==> src/rtl/soc_pkg.sv <==
// ============================================================================
// Module  : soc_pkg
// Brief   : Shared write-bus widths, entry record and sizing helpers.
// Rev     : 1.0  initial release
// ============================================================================
`default_nettype none

package soc_pkg;

    localparam int DEF_ADDR_WID   = 32;
    localparam int DEF_DATA_WID   = 32;
    localparam int DEF_FIFO_DEPTH = 8;
    localparam int DEF_OCC_WID    = $clog2(DEF_FIFO_DEPTH + 1);

    typedef struct packed {
        logic [DEF_ADDR_WID-1:0] addr;
        logic [DEF_DATA_WID-1:0] data;
    } wr_entry_t;

endpackage

`default_nettype wire

==> src/rtl/sync_fifo.sv <==
// ============================================================================
// Module  : sync_fifo
// Brief   : Single-clock FIFO, first-word-through head, unreset storage.
// Rev     : 1.0  initial release
// ============================================================================
`default_nettype none

module sync_fifo #(
    parameter int WIDTH = 64,
    parameter int DEPTH = 8
) (
    input  logic                         clk,
    input  logic                         rst,
    input  logic                         push,
    input  logic [WIDTH-1:0]             din,
    input  logic                         pop,
    output logic [WIDTH-1:0]             dout,
    output logic                         full,
    output logic                         empty,
    output logic [$clog2(DEPTH+1)-1:0]   count
);

    localparam int PTR_WID = $clog2(DEPTH);
    localparam int OCC_WID = $clog2(DEPTH + 1);
    localparam logic [PTR_WID-1:0] PTR_ONE   = {{(PTR_WID-1){1'b0}}, 1'b1};
    localparam logic [OCC_WID-1:0] OCC_DEPTH = OCC_WID'(DEPTH);

    logic [WIDTH-1:0]   mem [DEPTH];
    logic [PTR_WID-1:0] wr_ptr;
    logic [PTR_WID-1:0] rd_ptr;
    logic               do_push;
    logic               do_pop;

    assign empty   = (count == '0);
    assign full    = (count == OCC_DEPTH);
    assign do_pop  = pop & ~empty;
    // A pop in the same cycle frees the slot a full-FIFO push needs
    assign do_push = push & (~full | do_pop);
    assign dout    = mem[rd_ptr];

    always_ff @(posedge clk or posedge rst) begin
        if (rst) begin
            wr_ptr <= '0;
            rd_ptr <= '0;
            count  <= '0;
        end else begin
            if (do_push) wr_ptr <= wr_ptr + PTR_ONE;
            if (do_pop)  rd_ptr <= rd_ptr + PTR_ONE;
            count <= count + {{(OCC_WID-1){1'b0}}, do_push}
                           - {{(OCC_WID-1){1'b0}}, do_pop};
        end
    end

    always_ff @(posedge clk) begin
        if (do_push) mem[wr_ptr] <= din;
    end

endmodule

`default_nettype wire

==> src/rtl/mem_wr_sink.sv <==
// ============================================================================
// Module  : mem_wr_sink
// Brief   : Buffers core-bus writes and drains them to memory via valid/ready.
// Rev     : 1.0  initial release
// ============================================================================
`default_nettype none

module mem_wr_sink
    import soc_pkg::*;
#(
    parameter int ADDR_WID     = DEF_ADDR_WID,
    parameter int DATA_WID     = DEF_DATA_WID,
    parameter int FIFO_DEPTH   = DEF_FIFO_DEPTH,
    parameter int STALL_MARGIN = 2,
    parameter int CNT_WID      = 32
) (
    input  logic                clk,
    input  logic                rst,
    input  logic                mem_we,
    input  logic [ADDR_WID-1:0] mem_addr,
    input  logic [DATA_WID-1:0] mem_data,
    output logic                bus_stall,
    output logic                wr_valid,
    output logic [ADDR_WID-1:0] wr_addr,
    output logic [DATA_WID-1:0] wr_data,
    input  logic                wr_ready,
    output logic                ovf_err,
    output logic [CNT_WID-1:0]  wr_cnt,
    output logic                idle
);

    localparam int OCC_WID = $clog2(FIFO_DEPTH + 1);
    localparam int ENT_WID = ADDR_WID + DATA_WID;
    localparam logic [OCC_WID-1:0] STALL_LEVEL = OCC_WID'(FIFO_DEPTH - STALL_MARGIN);
    localparam logic [CNT_WID-1:0] CNT_ONE     = {{(CNT_WID-1){1'b0}}, 1'b1};

    logic               push;
    logic               pop;
    logic               drop;
    logic               full;
    logic               empty;
    logic [OCC_WID-1:0] occ;
    logic [OCC_WID-1:0] occ_next;
    logic [ENT_WID-1:0] head;

    assign pop      = ~empty & wr_ready;
    assign push     = mem_we & (~full | pop);
    assign drop     = mem_we & full & ~pop;
    assign occ_next = occ + {{(OCC_WID-1){1'b0}}, push}
                          - {{(OCC_WID-1){1'b0}}, pop};

    sync_fifo #(
        .WIDTH (ENT_WID),
        .DEPTH (FIFO_DEPTH)
    ) u_fifo (
        .clk   (clk),
        .rst   (rst),
        .push  (push),
        .din   ({mem_addr, mem_data}),
        .pop   (pop),
        .dout  (head),
        .full  (full),
        .empty (empty),
        .count (occ)
    );

    // Head is masked while empty so unreset storage never reaches the port
    assign wr_valid = ~empty;
    assign wr_addr  = empty ? '0 : head[ENT_WID-1 -: ADDR_WID];
    assign wr_data  = empty ? '0 : head[DATA_WID-1:0];
    assign idle     = empty & ~mem_we;

    always_ff @(posedge clk or posedge rst) begin
        if (rst) begin
            bus_stall <= 1'b0;
            ovf_err   <= 1'b0;
            wr_cnt    <= '0;
        end else begin
            bus_stall <= (occ_next >= STALL_LEVEL);
            if (drop) ovf_err <= 1'b1;
            if (push) wr_cnt  <= wr_cnt + CNT_ONE;
        end
    end

endmodule

`default_nettype wire
==> config.mk <==
export PLATFORM = sky130hd
export DESIGN_NAME = mem_wr_sink
export DESIGN_NICKNAME = d
export VERILOG_FILES = /design/src/rtl/soc_pkg.sv /design/src/rtl/sync_fifo.sv /design/src/rtl/mem_wr_sink.sv
export SDC_FILE = /design/constraint.sdc
export NUM_CORES = 1
export LEC_CHECK = 0
export BUFFER_PORTS_ARGS = -buffer_cell sky130_fd_sc_hd__buf_2
export CORE_ASPECT_RATIO = 1.1
export CORE_MARGIN = 2
export CORE_UTILIZATION = 35
export DETAILED_ROUTE_END_ITERATION = 12
export MAX_ROUTING_LAYER = met4
export PLACE_DENSITY = 0.6
export SETUP_SLACK_MARGIN = 0.1
export SKIP_LAST_GASP = 1
export SLEW_MARGIN = 40
export SYNTH_ARGS = -nofsm -noshare
export SYNTH_HDL_FRONTEND = slang
export SYNTH_HIERARCHICAL = 1
export SYNTH_SLANG_ARGS = --single-unit
export TNS_END_PERCENT = 1
==> constraint.sdc <==
create_clock -name clk -period 9.3 [get_ports clk]
set_input_delay 1.86 -clock clk [delete_from_list [all_inputs] [get_ports clk]]
set_output_delay 1.86 -clock clk [all_outputs]
set_load 0.05 [all_outputs]
After elaboration in Yosys (flattened, before gate mapping). Memories as Yosys holds them, arrays and structs flattened. Index checks and enable logic that the tools add are counted.

Register bits: 44. Bits in writable memories: 512. Input bits: 68. Output and inout port bits: 100. Word-level logic and storage cells: 34. Memories: 1.

$add $sub $neg: 7. Order comparisons: 1. Equality and inequality tests: 1. Muxes and demuxes: 4. Bitwise gates (word level): 13. Reduce and logical (&&, ||, !) cells: 1.

Memory list: u_fifo.mem (words 8, width 64, rd ports 1, clocked after Yosys merged registers in 0, wr ports 1, RTL line sync_fifo.sv:28) `logic [WIDTH-1:0] mem [DEPTH];`.

Operator list (count): 2-to-1 mux 32 bit (2); adder 32 x 1 -> 32 bit (second input constant) (1); adder 4 x 1 -> 4 bit (2); subtractor 4 x 1 -> 4 bit (2); AND 1 bit (7); adder 3 x 1 -> 3 bit (second input constant) (2); equality test 4 bit (second input constant) (1); >= comparator 4 x 3 -> 1 bit (second input constant) (1); zero test 4 bit (1); NOT 1 bit (4); 2-to-1 mux 1 bit (2); OR 1 bit (2).

Logic depth before layout (Yosys ltp). Gate-level depths: netlist (run 1).

Depth in word-level cells: 8. Gate-level depth with buffers: 14. Gate-level depth less buffers: 13.

By module. Netlist (run 1), hierarchy kept.

Modules (own cells, without submodules): sync_fifo (instances 1, cells each 802, area each 19824.0 µm², seq. area each 15625.0 µm²); mem_wr_sink (instances 1, cells each 227, area each 2120.8 µm², seq. area each 850.8 µm²).

Worst setup path before layout (run 1). No wires, ideal clock.

Path kind: input-to-reg. From: input wr_ready. To: memory u_fifo.mem[1][0], enable pin. Arrival time: 8.461 ns. Required time: 8.656 ns. Slack: 0.195 ns. Stages on the path: 6. Buffers on the path: 0. Cells stage by stage: nand2b_4 -> nand2_1 -> nand2_1 -> inv_1 -> nand2_1 -> nor4_1.

Longest elaborated chain between the ends: 6.

Ends and longest elaborated chain: start: declaration (RTL line mem_wr_sink.sv:26) `input logic wr_ready,`; AND 1 bit (RTL line mem_wr_sink.sv:46) `assign pop = ~empty & wr_ready;`; OR 1 bit (RTL line mem_wr_sink.sv:47) `assign push = mem_we & (~full | pop);`; AND 1 bit (RTL line mem_wr_sink.sv:47); via push (RTL line mem_wr_sink.sv:37) `logic push;`; AND 1 bit (RTL line sync_fifo.sv:38) `assign do_push = push & (~full | do_pop);`; 2-to-1 mux 1 bit (RTL line sync_fifo.sv:55) `if (do_push) mem[wr_ptr] <= din;`; 2-to-1 mux 1 bit (not written as such) (RTL line sync_fifo.sv:55); end: declaration (RTL line sync_fifo.sv:28).

The timed path passes the listed nets, and every way through them passes these cells.

Worst setup path after layout (run 1).
From: register u_fifo.rd_ptr[1]. To: output wr_addr[12].

Longest elaborated chain between the ends: 2.

Ends and longest elaborated chain: start: declaration (RTL line sync_fifo.sv:30) `logic [PTR_WID-1:0] rd_ptr;`; start signal: assignment (RTL line sync_fifo.sv:48) `if (do_pop) rd_ptr <= rd_ptr + PTR_ONE;`; memory (8 x 64 bit); via head[44] (RTL line mem_wr_sink.sv:44) `logic [ENT_WID-1:0] head;`; 2-to-1 mux 32 bit (RTL line mem_wr_sink.sv:69) `assign wr_addr = empty ? '0 : head[ENT_WID-1 -: ADDR_WID];`; end: declaration (RTL line mem_wr_sink.sv:24) `output logic [ADDR_WID-1:0] wr_addr,`.

The timed path passes the listed nets, and every way through them passes these cells.

==> impl_metrics.tcl, run 1 <==
set metrics [dict create \
    worstPathArrival_ns 3.48 \
    wl_per_cell_um 21.7 \
    ys_types 41 \
    power_density_nw_per_um2 347 \
    synth.most_common_cell "edfxtp_1" \
    grt_pass1_wl_um 69700 \
    ys_top_cells_by_count "edfxtp_1, mux4_2, mux2_2" \
    p_comb_share_pct 37.8 \
    io_pins 168 \
    crit_type "flop to primary output" \
    multiInputGateArea_sq_um 5200 \
    nets 1318 \
    p_seq_share_pct 37.5 \
    ys_async_sr_fraction_pct 7.91 \
    clk_pin_slew_ns 0.06 \
    power.switching_w 0.00330 \
    clock-root-buffer "clkbuf_16" \
    syn_avg_cell_area_sq_um 21.3 \
    fin_ws_ns 3.96 \
    setup_viol_count_final 0 \
    hpwl_um 24400 \
    synth_top_area_cell "edfxtp_1" \
    netlist_top_cells_area "edfxtp_1, mux4_2, dfrtp_1, mux2_2, nor2b_1" \
    tightest_slew_ns 0.849 \
    outcome "completed" \
    place_congestion 0.751 \
    ys_seq_area_share_pct 75.1 \
    worst_skew_pair.late_latency_ns 0.63 \
    dieHeight_um 267 \
    r2r_slack_ns 5.38 \
    grt_use_total_pct 14.9 \
    initial_core_util_pct 35.3 \
    cts_buffers 56 \
    row_count 96 \
    io_buffers 167 \
    netlist.area_leader.share_pct 70.1 \
    maxCapViolations 0 \
    slew_headroom_pct 43.4 \
    yosysWarnings 6 \
    syn-cell-area_sq_um 21900 \
    finalPower_w 0.00893 \
    fin_worst_skew_ns 0.0400 \
    area_growth_pct 17.3 \
    dr.pass1.iters 4 \
    fillers 5574 \
    grt_max_degree 88 \
    p_sw_share_pct 37.0 \
    crit_fanout 64 \
    critPathSlowestCell "dfrtp_4" \
    end_kind "primary output" \
    slew_violations 0 \
    synth_fp_nets 1110 \
    p_leak_nw 8.74 \
    ant_nets 0 \
    routed_wirelength_um 46300 \
    clkSinkCount 556 \
    core_area_sq_um 62200 \
    drive_above_1_share_pct 38.0 \
    clock_path_buffers 3 \
    cpPeakStageDelay_ns 0.77 \
    antenna_found_initial 10 \
    startpoint_type "flop" \
    grt_pass1_vias 11074 \
    synth-main-ff-cell "edfxtp_1" \
    fmax_ghz 0.187 \
    die_area_sq_um 64700 \
    hold_class "flop to flop" \
    clkPwrFrac_pct 24.6 \
    worstPathRequired_ns 7.44 \
    irDropWorstVdd_mv 0.185 \
    cts_setup_buffers 0 \
    regArea_sq_um 16500 \
    grt_overflow 0 \
    viasPerCell 4.88 \
    vias 10389 \
    cts_hold_buf 0 \
    worstPathCellList "buf_12 -> buf_16 -> mux4_2 -> mux2_2 -> nor2b_1 -> buf_2" \
    synth-seq-cells 556 \
    synth-edff-count 512 \
    cts_resized 0 \
    die_w_um 243 \
    synth_cells 1029 \
    hold_viol 0 \
    tns_ns 0 \
    htreeDepth 2 \
    finalCritPeriodShare_pct 57.5 \
    rsz0062_at_grt "no" \
    preCtsSetupSlack_ns 4.59 \
    finalWorstPathRequiredPeriod_ns 5.34 \
    drc 0 \
    internal_power_w 0.00562 \
    drt_iter0_drc 579 \
    cts_tree "yes" \
]
==> worst paths after layout <==
| kind | endpoint | from | depth (start not counted) |
|---|---|---|---|
| worst max register to register | u_fifo/mem[0][17] | u_fifo/count[2] | 13 |
| max in group asynchronous | wr_cnt[6] | rst | 3 |
| min in group asynchronous | u_fifo/wr_ptr[1] | rst | 2 |
| worst min register to register | wr_cnt[31] | wr_cnt[31] | 1 |
| worst min-delay path | wr_cnt[31] | wr_cnt[31] | 1 |
| worst max-delay path | wr_addr[12] | u_fifo/rd_ptr[1] | 6 |
==> cells in the final DEF (no fill, tap or decap), types with 5 or more instances in the layout <==
master	n
mux4_2	128
nand2_1	19
buf_2	167
edfxtp_1	512
xnor2_1	23
clkinv_2	8
dfrtp_1	41
clkbuf_1	9
nand3_1	9
bufinv_16	5
nor2_1	11
ha_1	11
clkinv_1	16
nand4_1	10
mux2_2	67
buf_4	19
xor2_1	17
inv_1	19
clkbuf_16	56
diode_2	12
nor2b_1	66
==> sequential cells by signal, summed over array words and instances (netlist names) <==
name / cells
u_fifo/count: 4
u_fifo/rd_ptr: 3
wr_cnt: 32
ovf_err: 1
bus_stall: 1
u_fifo/wr_ptr: 3
u_fifo/mem: 512
==> cell type report <==
cell class	count	area share (%)
flip-flops and latches	556	64.1
well taps	833	4.05
clock inverters	38	1.41
repair buffers	193	4.32
inverters	19	0.277
multi-input cells	411	20.2
diodes	12	0.117
clock buffers	65	5.58
==> per-stage QoR <==
step / instance area (sq um) / hold WS, ns / util [%] / instances
2_1_floorplan: 21900 / 0.493 / - / 1029
3_3_place_gp: 23800 / 0.452 / 38.3 / 2008
3_5_place_dp: 23900 / 0.455 / 38.4 / 2011
4_1_cts: 25700 / 0.468 / 41.3 / 2114
5_1_grt: 25700 / 0.474 / 41.4 / 2125
6_report: 25700 / 0.465 / 41.4 / 2127
==> power groups by stage <==
| stage | sequential (W) | clock [W] | combinational, W |
|---|---|---|---|
| 2_1_floorplan | 0.00338 | 0 | 0.00261 |
| 6_report | 0.00335 | 0.00220 | 0.00338 |
| 3_5_place_dp | 0.00341 | 0 | 0.00343 |
| 5_1_grt | 0.00339 | 0.00236 | 0.00360 |
| 3_3_place_gp | 0.00342 | 0 | 0.00336 |
| 4_1_cts | 0.00336 | 0.00226 | 0.00344 |
==> cell families (layout without fill, tap and decap cells) <==
kind of cell	count (synthesis)	in the layout	synth area share, %
xor+xnor	40	40	1.60
buf+inv	62	315	1.49
compound gates	11	11	0.405
simple gates	151	151	4.00
fa+ha+maj	13	13	0.810
other cells	0	12	0
mux	196	196	16.6
flops	556	556	75.1
==> metal layers <==
metal  part of all wire, %  routed length [um]  up-vias  track usage [%]
met3                   5.1                2370       68             3.59
met5                     0                   0        -                -
met2                    49               22600      198             24.2
met1                    44               20500     5534             18.9
li1                      -                   -     4589                -
met4                   1.7                 786        0             3.48
==> critical path: cells and delay by family (launching register included) <==
family,cells,cell delay (ns)
buffers and inverters,3,0.99
DFF,1,0.77
and+or+nand+nor,1,0.17
muxes,2,0.86
No activity file was read; power rests on OpenSTA's default activity.
==> inputs of run 2 (changes only) <==
ABC_AREA = 1   (was default)
PLACE_DENSITY = 0.62   (was 0.6)
clock period = 4.8 ns   (was 9.3 ns; I/O delays follow)
==> impl_metrics.tcl, run 2 <==
set metrics [dict create \
    fmax_ghz 0.236 \
    vias 15700 \
    irDropWorstVdd_mv 0.578 \
    finalWorstPathRequiredPeriod_ns 4.24 \
    dr.pass1.iters 5 \
    critPathLaunch "u_fifo/rd_ptr[0]" \
    slew_violations 0 \
    tightest_slew_ns 0.765 \
    synth-main-ff-cell "edfxtp_1" \
    power_density_nw_per_um2 673 \
    io_pins 168 \
    viasPerCell 4.79 \
    ys_async_sr_fraction_pct 7.91 \
    grt_pass1_wl_um 87700 \
    synth_fp_nets 2285 \
    fin_cells 3277 \
    grt_max_degree 156 \
    yosysWarnings 6 \
    syn_avg_cell_area_sq_um 10.8 \
    crit_fanout 155 \
    hold_class "primary input to asynchronous set/reset pin" \
    fin_worst_skew_ns 0.0206 \
    reg2reg_from "u_fifo/count[2]" \
    cts_setup_buffers 0 \
    synth.most_common_cell "nand2_1" \
    initial_core_util_pct 35.2 \
    grt_use_total_pct 16.6 \
    dieHeight_um 277 \
    end_kind "primary output" \
    io_buffers 167 \
    tns_ns 0 \
    place_congestion 0.847 \
    dpl_cell_area_sq_um 25500 \
    synth-seq-cells 556 \
    syn-cell-area_sq_um 23700 \
    die_w_um 252 \
    netlist.area_leader.share_pct 64.8 \
    ys_seq_area_share_pct 69.5 \
    p_leak_nw 10.9 \
    ff2ff_path_depth 12 \
    startpoint_type "flop" \
    final_cell_mix "nand2_1, edfxtp_1, nor2_1, inv_1, buf_2" \
    fin_area_sq_um 27400 \
    clock-root-buffer "clkbuf_16" \
    finalPower_w 0.0184 \
    clkSinkCount 556 \
    drive_above_1_share_pct 13.0 \
    worstPathRequired_ns 3.84 \
    setup_viol_count_final 0 \
    grt_overflow 0 \
    reg2reg_to "u_fifo/mem[3][52]" \
    wl_per_cell_um 17.2 \
    r2r_slack_ns 1.63 \
    outcome "completed" \
    grt_pass1_vias 15380 \
    die_area_sq_um 69900 \
    crit_type "flop to primary output" \
    synth-edff-count 512 \
    maxCapViolations 0 \
    fin_util_pct 40.7 \
    area_growth_pct 15.4 \
    hold_viol 0 \
    cts_buffers 56 \
    ys_top_cells_by_count "nand2_1, edfxtp_1, nor2_1" \
    final_common_cell "nand2_1" \
    finalCritPeriodShare_pct 88.2 \
    antenna_found_initial 15 \
    clk_pin_slew_ns 0.06 \
    synth_top_area_cell "edfxtp_1" \
    dp_cells 3160 \
    hpwl_um 31500 \
    drc 0 \
    reg.largest.list "u_fifo/mem (512), wr_cnt (32), u_fifo/count (4)" \
    cts_hold_buf 0 \
    worst_skew_pair.late_latency_ns 0.62 \
    cts_tree "yes" \
    routed_wirelength_um 56500 \
    worstPathArrival_ns 3.28 \
    slew_headroom_pct 49.0 \
    drt_iter0_drc 1204 \
    largest_register_ffs 512 \
    ant_nets 0 \
    critPathSlowestCell "dfrtp_4" \
    fillers 6467 \
    core_area_sq_um 67300 \
    ys_types 32 \
    rsz0062_at_grt "no" \
    nets 2432 \
    worstPathCellList "buf_12 -> nor2_1 -> nor2_1 -> o21ai_0 -> nand2_1 -> nand2_1 -> nand2_1 -> inv_1 -> nor2_1 -> buf_2" \
    cpPeakStageDelay_ns 0.92 \
    row_count 100 \
    crit_end "wr_addr[13]" \
    netlist_top_cells_area "edfxtp_1, nand2_1, nor2_1, dfrtp_1, inv_1" \
    synth_cells 2204 \
    clock_path_buffers 3 \
    htreeDepth 2 \
    top_register "u_fifo/mem" \
    cts_resized 0 \
]
-- run 2: cell types whose count changed in the layout (fill, tap and decap cells not counted), sizes merged, moves of 63 or more --
cell,change
nand2,+685
nor2,+301
o21ai,+196
inv,+165
mux4,-128
mux2,-67
nor2b,-66
o211ai,+63
-- run 2: kinds of logic (layout without fill, tap and decap cells) --
logic type	after synthesis	count (layout)	share of synthesized area, %
adders and majority gates	13	13	0.749
DFF	556	556	69.5
AOI/OAI and AO/OA	269	269	6.39
xor gates and xnor gates	18	18	0.665
other	0	12	0
and+or+nand+nor	1058	1058	17.3
buffers and inverters	290	484	5.40
-- run 2: layout make-up --
type                    count  area, sq um  area share [%]
well taps                 867         1080            3.96
inverters                 183          692            2.53
flip-flops and latches    556        16500            60.2
diodes                     12         30.0           0.110
clock buffers              66         1440            5.26
repair buffers            196         1240            4.52
clock inverters            39          387            1.41
multi-input cells        1358         6020            22.0
-- run 2: metal layers --
metal	vias up	wire length, um	global-route usage (%)
met5	-	0	-
met4	0	1480	5.23
met3	107	3220	3.10
met2	429	27600	27.3
met1	7551	24100	20.8
li1	7613	-	-
-- run 2: report_power, final --
group          total, W  internal [W]  switching (W)  leakage, nW
logic           0.00773       0.00188        0.00585         4.79
clock network   0.00434       0.00252        0.00182        0.887
registers       0.00635       0.00604       0.000308         5.20
total            0.0184        0.0104        0.00798         10.9
-- run 2: worst max-delay path: cells and delay by family, from the launching register on --
kind	cells	cell delay (ns)
AO/OA/AOI/OAI	1	0.09
buffers and inverters	3	0.96
flip-flops	1	0.92
AND/OR/NAND/NOR	6	0.65
-- run 2: worst min path at each step --
stage / startpoint / end / slack [ns] / cells past startpoint
floorplan: u_fifo/count[0] / u_fifo/count[0] / 0.52 / 1
CTS: rst / u_fifo/count[3] / 0.36 / 2
detailed placement: wr_cnt[31] / wr_cnt[31] / 0.49 / 2
global placement: wr_cnt[31] / wr_cnt[31] / 0.49 / 2
global route: rst / u_fifo/count[3] / 0.39 / 2
finish: rst / u_fifo/count[3] / 0.38 / 2
-- run 2: through the flow --
| step | hold slack, ns | setup WS [ns] |
|---|---|---|
| final | 0.383 | 0.565 |
| after global routing | 0.386 | 0.303 |
| after CTS | 0.358 | 0.530 |
| after detailed placement | 0.486 | 1.19 |
| after global placement | 0.487 | 1.23 |
| after floorplan | 0.516 | -0.00134 |
==> inputs of run 3 (changes only) <==
CORE_MARGIN = default   (was 2)
CORE_UTILIZATION = 54   (was 35)
PLACE_DENSITY = 0.84   (was 0.62)
==> impl_metrics.tcl, run 3 (synthesis gave the netlist of run 2 again) <==
set metrics [dict create \
    outcome "completed" \
    grt_pass1_vias 16218 \
    cp_num_cells 10 \
    grt_pass1_wl_um 83800 \
    cts_tree "yes" \
    cts_buffers 53 \
    worstPathCellList "buf_4 -> nor2_1 -> nor2_1 -> o21ai_0 -> nand2_1 -> nand2_1 -> nand2_1 -> inv_1 -> nor2_1 -> buf_2" \
    nets 2432 \
    largest_register_ffs 512 \
    hold_class "primary input to asynchronous set/reset pin" \
    critPathSlowestCell "dfrtp_4" \
    maxCapViolations 0 \
    dieHeight_um 222 \
    startpoint_type "flop" \
    clock-root-buffer "clkbuf_16" \
    io_buffers 167 \
    slew_violations 0 \
    cpPeakStageDelay_ns 0.73 \
    drive_above_1_share_pct 12.9 \
    final_cell_mix "nand2_1, edfxtp_1, nor2_1, inv_1, buf_2" \
    htreeDepth 2 \
    routed_wirelength_um 54100 \
    cts_hold_buf 0 \
    setup_viol_count_final 0 \
    initial_core_util_pct 54.7 \
    rsz0062_at_grt "no" \
    io_pins 168 \
    grt_overflow 0 \
    grt_max_degree 168 \
    fmax_ghz 0.236 \
    path_delay_family "buffers and inverters" \
    p_seq_share_pct 35.3 \
    top_register "u_fifo/mem" \
    dp_cells 2870 \
    fin_worst_skew_ns 0.0143 \
    crit_fanout 74 \
    cts_resized 0 \
    viasPerCell 5.44 \
    antenna_found_initial 9 \
    finalCritPeriodShare_pct 88.1 \
    worstPathRequired_ns 3.84 \
    fin_util_pct 61.7 \
    wl_per_cell_um 18.2 \
    clkSinkCount 556 \
    dr.pass1.iters 5 \
    hpwl_um 30000 \
    fillers 3157 \
    fin_ws_ns 0.569 \
    clk_pin_slew_ns 0.07 \
    final_common_cell "nand2_1" \
    vias 16204 \
    die_w_um 202 \
    worst_skew_pair.late_latency_ns 0.60 \
    die_area_sq_um 44800 \
    p_leak_nw 10.8 \
    reg.largest.list "u_fifo/mem (512), wr_cnt (32), u_fifo/count (4)" \
    core_area_sq_um 43300 \
    p_comb_share_pct 42.5 \
    finalHoldWorstSlack_ns 0.402 \
    power_density_nw_per_um2 674 \
    finalWorstPathRequiredPeriod_ns 4.23 \
    internal_power_w 0.0101 \
    power.switching_w 0.00792 \
    place_congestion 0.944 \
    area_growth_pct 12.8 \
    drt_iter0_drc 1748 \
    slew_headroom_pct 43.8 \
    preCtsSetupSlack_ns 1.26 \
    fin_cells 2979 \
    row_count 80 \
    irDropWorstVdd_mv 0.798 \
    cts_setup_buffers 0 \
    grt_use_total_pct 24.8 \
    tightest_slew_ns 0.844 \
    hold_viol 0 \
    ff2ff_path_depth 12 \
    crit_buf_inv 3 \
    worstPathArrival_ns 3.27 \
    fin_area_sq_um 26800 \
    end_kind "primary output" \
    clkPwrFrac_pct 22.2 \
    p_sw_share_pct 43.9 \
    crit_type "flop to primary output" \
    ant_nets 0 \
    clock_path_buffers 3 \
    dpl_cell_area_sq_um 25100 \
    drc 0 \
]
-- run 3: cell types whose count changed in the layout (fill, tap and decap cells not counted), moves of 3 or more --
cell	before	now
buf_4	15	24
clkinv_4	0	3
bufinv_16	7	4
buf_12	13	6
clkbuf_1	10	13
clkinv_1	17	13
clkbuf_16	56	53
-- run 3: worst reg2reg max path, stage by stage, from the launching register on --
cell and delay (ns):
dfrtp_1 0.39, inv_1 0.10, ha_1 0.20, nand2_1 0.12, inv_2 0.06, inv_2 0.08, nand2_2 0.11, inv_1 0.09
nand2_1 0.20, nand2_1 0.22, nand2_1 0.35, nor2_4 0.57, buf_4 0.44
-- run 3: worst paths after layout --
check	from	end	slack, ns
worst max-delay path	u_fifo/rd_ptr[0]	wr_addr[31]	0.57
worst min-delay path	rst	u_fifo/count[3]	0.40
worst max register to register	u_fifo/count[2]	u_fifo/mem[0][22]	1.52
worst min register to register	ovf_err	ovf_err	0.51
max in group asynchronous	rst	wr_cnt[31]	3.99
min in group clk	ovf_err	ovf_err	0.51
-- run 3: metrics by stage --
stage | total power, W | TNS (ns)
after floorplan | 0.0122 | -0.429
after global placement | 0.0138 | 0
after detailed placement | 0.0140 | 0
after CTS | 0.0181 | 0
after global routing | 0.0190 | 0
final | 0.0180 | 0
-- run 3: power groups by stage --
stage               Combinational [W]  Clock, W  Sequential [W]
global route                  0.00833   0.00421         0.00643
global placement              0.00737         0         0.00642
floorplan                     0.00569         0         0.00650
CTS                           0.00766   0.00405         0.00637
detailed placement            0.00758         0         0.00647
finish                        0.00767   0.00400         0.00638
-- run 3: layout make-up --
class / instances / area (sq um) / area share, %
Clock inverter: 32 / 278 / 1.04
Inverter: 183 / 694 / 2.59
Antenna cell: 11 / 27.5 / 0.103
Timing Repair Buffer: 199 / 1160 / 4.33
Clock buffer: 66 / 1380 / 5.14
Sequential cell: 556 / 16500 / 61.6
Tap cell: 574 / 718 / 2.68
Multi-Input combinational cell: 1358 / 6020 / 22.5
-- run 3: layer usage --
metal	wire (um)	vias up	GRT usage [%]	share of wire, %
li1	-	7621	-	-
met3	4370	119	5.07	8.1
met1	20900	7758	29.6	39
met4	1460	0	10.8	2.7
met5	0	-	-	0
met2	27400	706	40.8	51
